`config.mk`:
```
export PLATFORM = sky130hd
export DESIGN_NAME = mem_port_arbiter
export DESIGN_NICKNAME = d
export VERILOG_FILES = /design/src/rtl/mem_port_arbiter.sv
export SDC_FILE = /design/constraint.sdc
export NUM_CORES = 1
export LEC_CHECK = 0
export BUFFER_PORTS_ARGS = -buffer_cell sky130_fd_sc_hd__buf_2
export CORE_AREA = 3 3 105 107
export CTS_BUF_LIST = sky130_fd_sc_hd__clkbuf_8
export CTS_CLUSTER_DIAMETER = 200
export DETAILED_ROUTE_END_ITERATION = 8
export DIE_AREA = 0 0 108 110
export GPL_TIMING_DRIVEN = 0
export SYNTH_ARGS = -nofsm -noshare
export SYNTH_HDL_FRONTEND = slang
export SYNTH_SLANG_ARGS = --single-unit
```
`constraint.sdc`:
```
create_clock -name clk -period 2 [get_ports clk]
set_clock_uncertainty 0.2 [all_clocks]
set_input_delay 0.2 -clock clk [delete_from_list [all_inputs] [get_ports clk]]
set_output_delay 0.2 -clock clk [all_outputs]
set_load 0.005 [all_outputs]
```
`src/rtl/mem_port_arbiter.sv`:
```
// mem_port_arbiter
//   Shares one single-ported, fixed-latency memory between an instruction fetch
//   port and a data port. At most one access is in flight. The data port wins
//   ties unless the fetch port has been denied STARVE_MAX times in a row.
//
// Parameters
//   LAT        : memory read latency in cycles (1..15)
//   STARVE_MAX : consecutive fetch denials before fetch is forced to win (1..15)
//
// Ports
//   clk, reset                 : clock, asynchronous active-high reset
//   if_req/if_addr/if_kill     : fetch request, byte address, redirect (drops fetch)
//   if_gnt/if_rvalid/if_rdata  : fetch grant, response valid, response data
//   stallF                     : fetch stage stall (request pending, no data yet)
//   dm_req/dm_we/dm_addr/dm_wdata : data request, write enable, address, write data
//   dm_gnt/dm_rvalid/dm_rdata  : data grant, read data / write ack valid, read data
//   mem_en/mem_we/mem_addr/mem_wdata : memory strobe, write strobe, address, data
//   mem_rdata                  : memory read data, valid LAT cycles after mem_en

module mem_port_arbiter #(
  parameter int unsigned LAT        = 2,
  parameter int unsigned STARVE_MAX = 4
) (
  input  logic        clk,
  input  logic        reset,

  input  logic        if_req,
  input  logic [31:0] if_addr,
  input  logic        if_kill,
  output logic        if_gnt,
  output logic        if_rvalid,
  output logic [31:0] if_rdata,
  output logic        stallF,

  input  logic        dm_req,
  input  logic        dm_we,
  input  logic [31:0] dm_addr,
  input  logic [31:0] dm_wdata,
  output logic        dm_gnt,
  output logic        dm_rvalid,
  output logic [31:0] dm_rdata,

  output logic        mem_en,
  output logic        mem_we,
  output logic [31:0] mem_addr,
  output logic [31:0] mem_wdata,
  input  logic [31:0] mem_rdata
);

  typedef enum logic {
    StIdle,
    StBusy
  } state_e;

  localparam logic [3:0] LatLoad     = 4'(LAT - 1);
  localparam logic [3:0] StarveLimit = 4'(STARVE_MAX);

  state_e     stateQ, stateD;
  logic [3:0] cntQ, cntD;
  logic [3:0] starveQ, starveD;
  logic       ownerFetchQ, ownerFetchD;
  logic       weQ, weD;
  logic       killedQ, killedD;
  logic       fetchWins;
  logic       respCycle;

  always_ff @(posedge clk or posedge reset) begin
    if (reset) begin
      stateQ      <= StIdle;
      cntQ        <= 4'd0;
      starveQ     <= 4'd0;
      ownerFetchQ <= 1'b0;
      weQ         <= 1'b0;
      killedQ     <= 1'b0;
    end else begin
      stateQ      <= stateD;
      cntQ        <= cntD;
      starveQ     <= starveD;
      ownerFetchQ <= ownerFetchD;
      weQ         <= weD;
      killedQ     <= killedD;
    end
  end

  always_comb begin
    stateD      = stateQ;
    cntD        = cntQ;
    starveD     = starveQ;
    ownerFetchD = ownerFetchQ;
    weD         = weQ;
    killedD     = killedQ;
    fetchWins   = 1'b0;
    respCycle   = 1'b0;

    if_gnt    = 1'b0;
    if_rvalid = 1'b0;
    if_rdata  = 32'd0;
    stallF    = 1'b0;
    dm_gnt    = 1'b0;
    dm_rvalid = 1'b0;
    dm_rdata  = 32'd0;
    mem_en    = 1'b0;
    mem_we    = 1'b0;
    mem_addr  = 32'd0;
    mem_wdata = 32'd0;

    // Outputs are held at zero for as long as reset is asserted, including the
    // purely combinational ones that would otherwise follow the request inputs.
    if (!reset) begin
      unique case (stateQ)
        StIdle: begin
          // Data wins ties, except when fetch has been starved long enough.
          fetchWins = if_req && (!dm_req || (starveQ == StarveLimit));
          if (fetchWins) begin
            if_gnt      = 1'b1;
            mem_en      = 1'b1;
            mem_addr    = if_addr;
            stateD      = StBusy;
            cntD        = LatLoad;
            ownerFetchD = 1'b1;
            weD         = 1'b0;
            // A redirect in the grant cycle already orphans this fetch.
            killedD     = if_kill;
          end else if (dm_req) begin
            dm_gnt      = 1'b1;
            mem_en      = 1'b1;
            mem_we      = dm_we;
            mem_addr    = dm_addr;
            mem_wdata   = dm_wdata;
            stateD      = StBusy;
            cntD        = LatLoad;
            ownerFetchD = 1'b0;
            weD         = dm_we;
            killedD     = 1'b0;
          end
        end

        StBusy: begin
          if (ownerFetchQ && if_kill) begin
            killedD = 1'b1;
          end
          if (cntQ == 4'd0) begin
            // Response cycle: the memory data is on mem_rdata now.
            respCycle = 1'b1;
            stateD    = StIdle;
            killedD   = 1'b0;
          end else begin
            cntD = cntQ - 4'd1;
          end
        end
      endcase

      if (respCycle) begin
        if (ownerFetchQ) begin
          // A late redirect in the response cycle itself also drops the data.
          if_rvalid = !killedQ && !if_kill;
          if_rdata  = if_rvalid ? mem_rdata : 32'd0;
        end else begin
          dm_rvalid = 1'b1;
          // Writes are acknowledged with zero data.
          dm_rdata  = weQ ? 32'd0 : mem_rdata;
        end
      end

      if (!if_req || if_gnt) begin
        starveD = 4'd0;
      end else if (dm_gnt && (starveQ != StarveLimit)) begin
        starveD = starveQ + 4'd1;
      end

      stallF = if_req && !if_rvalid;
    end
  end

endmodule

```
==> results.cfg, run 1 <==
[run_status]
status = complete, but fails checks
violations = setup timing

[sta]
maxSlewHeadroom = 0.624
timing.fmax_mhz = 434
tightestPinTransition_ns = 0.564
finalSetupViolations = 131
finalHoldWorstSlack_ns = 0.0339
rsz0062_at_grt = true
post-route-period-util = 1.15
slew_viol_final = 0
hold_viol = 0
layout_setup_ws_ns = -0.304
fin_crit_ns = 2.30

[worst_hold_path]
hold_class = input pin to flip-flop
min_from = if_kill

[logic_synthesis]
yosys.area.top_type = and2_1
ys_warn_count = 0
syn_nets = 447
synth-edff-count = 0
postSynth.asyncResetShare = 1.00
ys_seq_elements = 12
synth-main-ff-cell = dfrtp_1
synth_cell_type_count = 43
synth_seq_area_share = 0.142
synth_area_per_cell_um2 = 6.82
syn_inst = 310
yosys-top-cells-area = and2_1 (29%), dfrtp_1 (14%), o211ai_1 (11%), nand3_1 (8.0%), a21oi_1 (7.8%)
synth_top_area_frac = 0.287
syn-cell-area_um2 = 2110

[die]
dieArea_um2 = 11900
ioPinCount = 269
fp.dieH_um = 110
rows = 37
core_area_um2 = 10200
die_w_um = 108
initial_utilization = 0.207

[layout]
diodes = 0
nNetsFinal = 748
drive_gt1_frac = 0.677
area_growth_pct = 129
num-fill-cells = 1009

[routing]
firstDrtPassIters = 5
drcViolationCount = 0
wl_per_cell_um = 16.5
vias = 3623
wl_mm = 12.3
via_per_inst = 4.86
drt-initial-drc-count = 231
ant_nets = 0

[worst_setup_path]
required_ns = 1.60
timing.rr.start = cntQ[0]
critPathLaunch = cntQ[0]
critPathCaptureType = output port
crit_path_cell_trace = inv_2 -> ha_4 -> nand4bb_4 -> buf_6 -> nor4_4 -> buf_6 -> buf_4 -> and2_1 -> buf_2
start_kind = flip-flop
cp_max_fo = 6
cpMaxStageDelayCell = dfrtp_1
max_stage_delay_ns = 0.42
crit_top_cell = buf_6
criticalPathCategory = flip-flop to output port
crit_arrival_ns = 1.90

[global_route]
antenna_found_initial = 1
grt_first_pass_wirelength_mm = 17.0
overflow = 0
gr-usage-all-layers = 0.175
grt_max_degree = 15
grt_pass1_vias = 3431

[clocking]
tritoncts = done
cts_buffer_depth = 2
clock_sinks = 12
htree_levels = 1
cts_root_buf = clkbuf_8
clk-insertion-delay-late_ns = 0.25
clk_pin_slew_worst_paths_ns = 0.05
cts_made_buffers = 3

[placement]
dpl.hpwl_mm = 8.87
place.gp.congestion = 0.904
port_buffers = 267

[pwr]
vdd_drop_max_mv = 0.257
p_leak_nw = 2.51
power_density_nw_per_um2 = 412
power_w = 0.00199

[flow_run]
drv_cap = 0
metal layers:
metal | vias up | part of all wire | wire length (µm) | track usage
met5 | - | 0 | 0 | 0
met4 | 0 | 0.023 | 285 | 0.0415
met3 | 23 | 0.080 | 989 | 0.0262
met2 | 222 | 0.52 | 6450 | 0.343
met1 | 1677 | 0.37 | 4570 | 0.198
li1 | 1701 | - | - | -
report_power, final:
part | switching, W | leakage [nW] | total [W] | internal, W
combinational | 0.000558 | 2.32 | 0.00131 | 0.000751
clock | 0.000102 | 0.0288 | 0.000276 | 0.000175
sequential | 0.0000911 | 0.155 | 0.000405 | 0.000314
total | 0.000751 | 2.51 | 0.00199 | 0.00124
placed cells by master (no fill, tap or decap), types with 4 or more instances in the layout:
cell type and count:
a21oi_1 29, a21oi_2 4, and2_1 29, and2_4 68, buf_2 201, buf_4 14, buf_6 85, buf_8 13
clkbuf_1 11, clkbuf_8 7, dfrtp_1 12, inv_1 4, inv_2 4, nand3_1 34, o211ai_1 32, o21ai_0 10
sequential cells by signal, summed over array words and instances (netlist names):
register,flops
cntQ,4
starveQ,4
killedQ,1
ownerFetchQ,1
stateQ,1
weQ,1
final timing paths:
check | end | slack (ns) | cells past startpoint
max in group asynchronous | cntQ[1] | 1.01 | 3
hold reg to reg | starveQ[2] | 0.35 | 1
hold / removal | killedQ | 0.03 | 2
setup reg to reg | killedQ | 0.06 | 6
setup / recovery | if_rdata[6] | -0.30 | 9
min in group asynchronous | starveQ[2] | 0.22 | 3
through the flow:
step                TNS (ns)   util  cells  instance area (µm²)  setup WS (ns)
global placement      -30.99  0.354    713                 3620         -0.396
floorplan                  0      -    310                 2110         0.0865
CTS                   -24.51  0.431    741                 4410         -0.282
detailed placement    -37.82  0.354    713                 3620         -0.468
global route          -33.19  0.473    746                 4830         -0.404
finish                -22.54  0.473    746                 4830         -0.304
kinds of logic after synthesis:
group | after synthesis | share of synthesized area
AOI/OAI and AO/OA | 87 | 0.265
DFF | 12 | 0.142
muxes | 3 | 0.0142
and+or+nand+nor | 161 | 0.479
adders and majority gates | 3 | 0.0178
buffers and inverters | 44 | 0.0822
synth_stat cells (2+ instances only):
| cell type | number |
|---|---|
| and2_1 | 97 |
| nand3_1 | 34 |
| a21oi_1 | 33 |
| o211ai_1 | 32 |
| clkbuf_1 | 27 |
| dfrtp_1 | 12 |
| o21ai_0 | 11 |
| inv_1 | 8 |
| buf_2 | 7 |
| nor2_1 | 4 |
| ha_1 | 3 |
| mux2i_1 | 3 |
| nand4_1 | 3 |
| nor3_1 | 3 |
| or4_1 | 3 |
| nand2b_1 | 2 |
| nor2b_1 | 2 |
worst max-delay path: cells and delay by family, from the launching register on:
kind,cells,cell delay [ns]
buffers and inverters,5,0.66
AND/OR/NAND/NOR,3,0.43
flip-flops,1,0.42
adder cells (fa/ha/maj),1,0.13
repair_timing:
item	CTS	global route
hold buffers	0	0
endpoints found under the setup margin	134	134
pin swaps	60	36
buffers inserted	15	4
gates cloned	11	1
endpoints found under the hold margin	0	0
resized for setup	139	105
layout make-up:
class / count / area (µm²) / area share
Sequential cell: 12 / 300 / 0.0621
Tap cell: 136 / 170 / 0.0352
Clock buffer: 4 / 55.1 / 0.0114
Inverter: 9 / 33.8 / 0.00699
Buffer: 33 / 283 / 0.0585
Multi-Input combinational cell: 255 / 1890 / 0.392
Timing Repair Buffer: 297 / 2100 / 0.434
No activity file was read; power rests on OpenSTA's default activity.
==> run 2: changes to the inputs <==
RECOVER_POWER = 100   (was not set)
clock period = 1.95 ns   (was 2 ns; I/O delays follow)
==> run 2 against run 1 <==
Net effect:
- the flow still finishes with violations (setup timing)
- register-to-register slack got worse by 0.02 ns
- cell count stayed put
- utilization rose by 0.061 points
==> results.cfg, run 2 (synthesis results as in run 1) <==
[sta]
hold_viol = 0
tightestPinTransition_ns = 0.560
timing.fmax_mhz = 435
layout_setup_ws_ns = -0.350
finalSetupViolations = 133
slew_viol_final = 0
rsz0062_at_grt = true
finalHoldWorstSlack_ns = 0.0302
fin_crit_ns = 2.30
tns_ns = -30.99
maxSlewHeadroom = 0.626
post-route-period-util = 1.18

[pwr]
power_w = 0.00205
power_density_nw_per_um2 = 424
p_leak_nw = 2.50
vdd_drop_max_mv = 0.264

[global_route]
grt_use_met3 = 0.0262
grt_max_degree = 15
gr-usage-all-layers = 0.175
grt_use_met1 = 0.198
grt_first_pass_wirelength_mm = 17.0
grtUsageMet2 = 0.343
antenna_found_initial = 1
globalRoute.busiestLayer = met2
overflow = 0
grt_pass1_vias = 3430

[clocking]
clock_sinks = 12
cts_root_buf = clkbuf_8
tritoncts = done
clk-insertion-delay-late_ns = 0.25
holdBufCountCts = 0
cts_made_buffers = 3
cts_buffer_depth = 2
htree_levels = 1
clk_pin_slew_worst_paths_ns = 0.05

[worst_setup_path]
cp_max_fo = 6
required_ns = 1.55
cpMaxStageDelayCell = dfrtp_1
critPathCaptureType = output port
crit_arrival_ns = 1.90
critical_path.top_delay_family = buffers and inverters
criticalPathCategory = flip-flop to output port
start_kind = flip-flop
critPathBufInv = 5
crit_top_cell = buf_6
crit_path_cell_trace = inv_2 -> ha_4 -> nand4bb_4 -> buf_6 -> nor4_4 -> buf_6 -> buf_4 -> and2_1 -> buf_2
max_stage_delay_ns = 0.42

[run_status]
violations = setup timing
status = complete, but fails checks

[routing]
ant_nets = 0
drcViolationCount = 0
wl_per_cell_um = 16.4
firstDrtPassIters = 4
via_per_inst = 4.90
wl_mm = 12.3
drt-initial-drc-count = 228
vias = 3654

[die]
dieArea_um2 = 11900
die_w_um = 108
fp.dieH_um = 110
core_area_um2 = 10200
initial_utilization = 0.207
ioPinCount = 269
rows = 37

[placement]
port_buffers = 267
postPlaceCellArea_um2 = 3620
dpl.hpwl_mm = 8.87
place.gp.congestion = 0.904

[layout]
area_growth_pct = 129
reg_top3 = cntQ: 4 flops, starveQ: 4 flops
drive_gt1_frac = 0.675
layout_common_cells = buf_2 (200), buf_6 (86), and2_4 (68)
diodes = 0
layout_commonest_cell = buf_2
nNetsFinal = 748
fin_area_um2 = 4840

[worst_hold_path]
hold_class = input pin to flip-flop

[flow_run]
drv_cap = 0
## run 2: cell count changes in the layout (fill, tap and decap cells not counted), sizes merged
cell,previous run,this run
buf,313,310
clkbuf,21,24
## run 2: path summary, 6_finish.rpt
| kind | startpoint | depth (start not counted) | endpoint | slack, ns |
|---|---|---|---|---|
| max | cntQ[0] | 9 | if_rdata[6] | -0.35 |
| min | if_kill | 2 | killedQ | 0.03 |
| max reg2reg | cntQ[0] | 6 | killedQ | 0.04 |
| min reg2reg | starveQ[2] | 1 | starveQ[2] | 0.35 |
| max in group asynchronous | reset | 3 | cntQ[1] | 0.94 |
| min in group asynchronous | reset | 3 | starveQ[0] | 0.24 |
## run 2: where the power goes
part	leakage, nW	internal (W)	total, W	switching [W]
sequential	0.155	0.000322	0.000418	0.0000967
combinational	2.32	0.000775	0.00135	0.000574
clock	0.0288	0.000179	0.000284	0.000105
total	2.50	0.00128	0.00205	0.000776
## run 2: layout make-up
type	instances	area, µm²
plain buffers	33	283
clock buffers	4	55.1
fillers	1009	5390
inverters	9	33.8
multi-input cells	255	1900
flip-flops and latches	12	300
well taps	136	170
repair buffers	297	2100
## run 2: timing repair
| action | 4_1_cts | 5_1_grt |
|---|---|---|
| cloned | 11 | 1 |
| buffers inserted | 15 | 4 |
| pin swaps | 61 | 37 |
| gates resized for setup | 145 | 101 |
| endpoints found under the setup margin | 136 | 135 |
## run 2: per-stage QoR
step | utilization | setup slack [ns] | cells
finish | 0.473 | -0.350 | 746
global route | 0.473 | -0.449 | 746
CTS | 0.433 | -0.327 | 741
detailed placement | 0.354 | -0.513 | 713
global placement | 0.354 | -0.441 | 713
floorplan | - | 0.0365 | 310
## run 2: metal layers
metal,part of all wire,routed length [µm]
met5,0,0
met4,0.025,308
met3,0.079,972
met2,0.53,6450
met1,0.37,4540
## run 2: worst reg2reg max path, stage by stage, from the launching register on
cell	delay, ns
dfrtp_1	0.42
inv_2	0.08
ha_4	0.14
buf_4	0.12
or3b_4	0.37
a211o_1	0.26
a32o_1	0.21
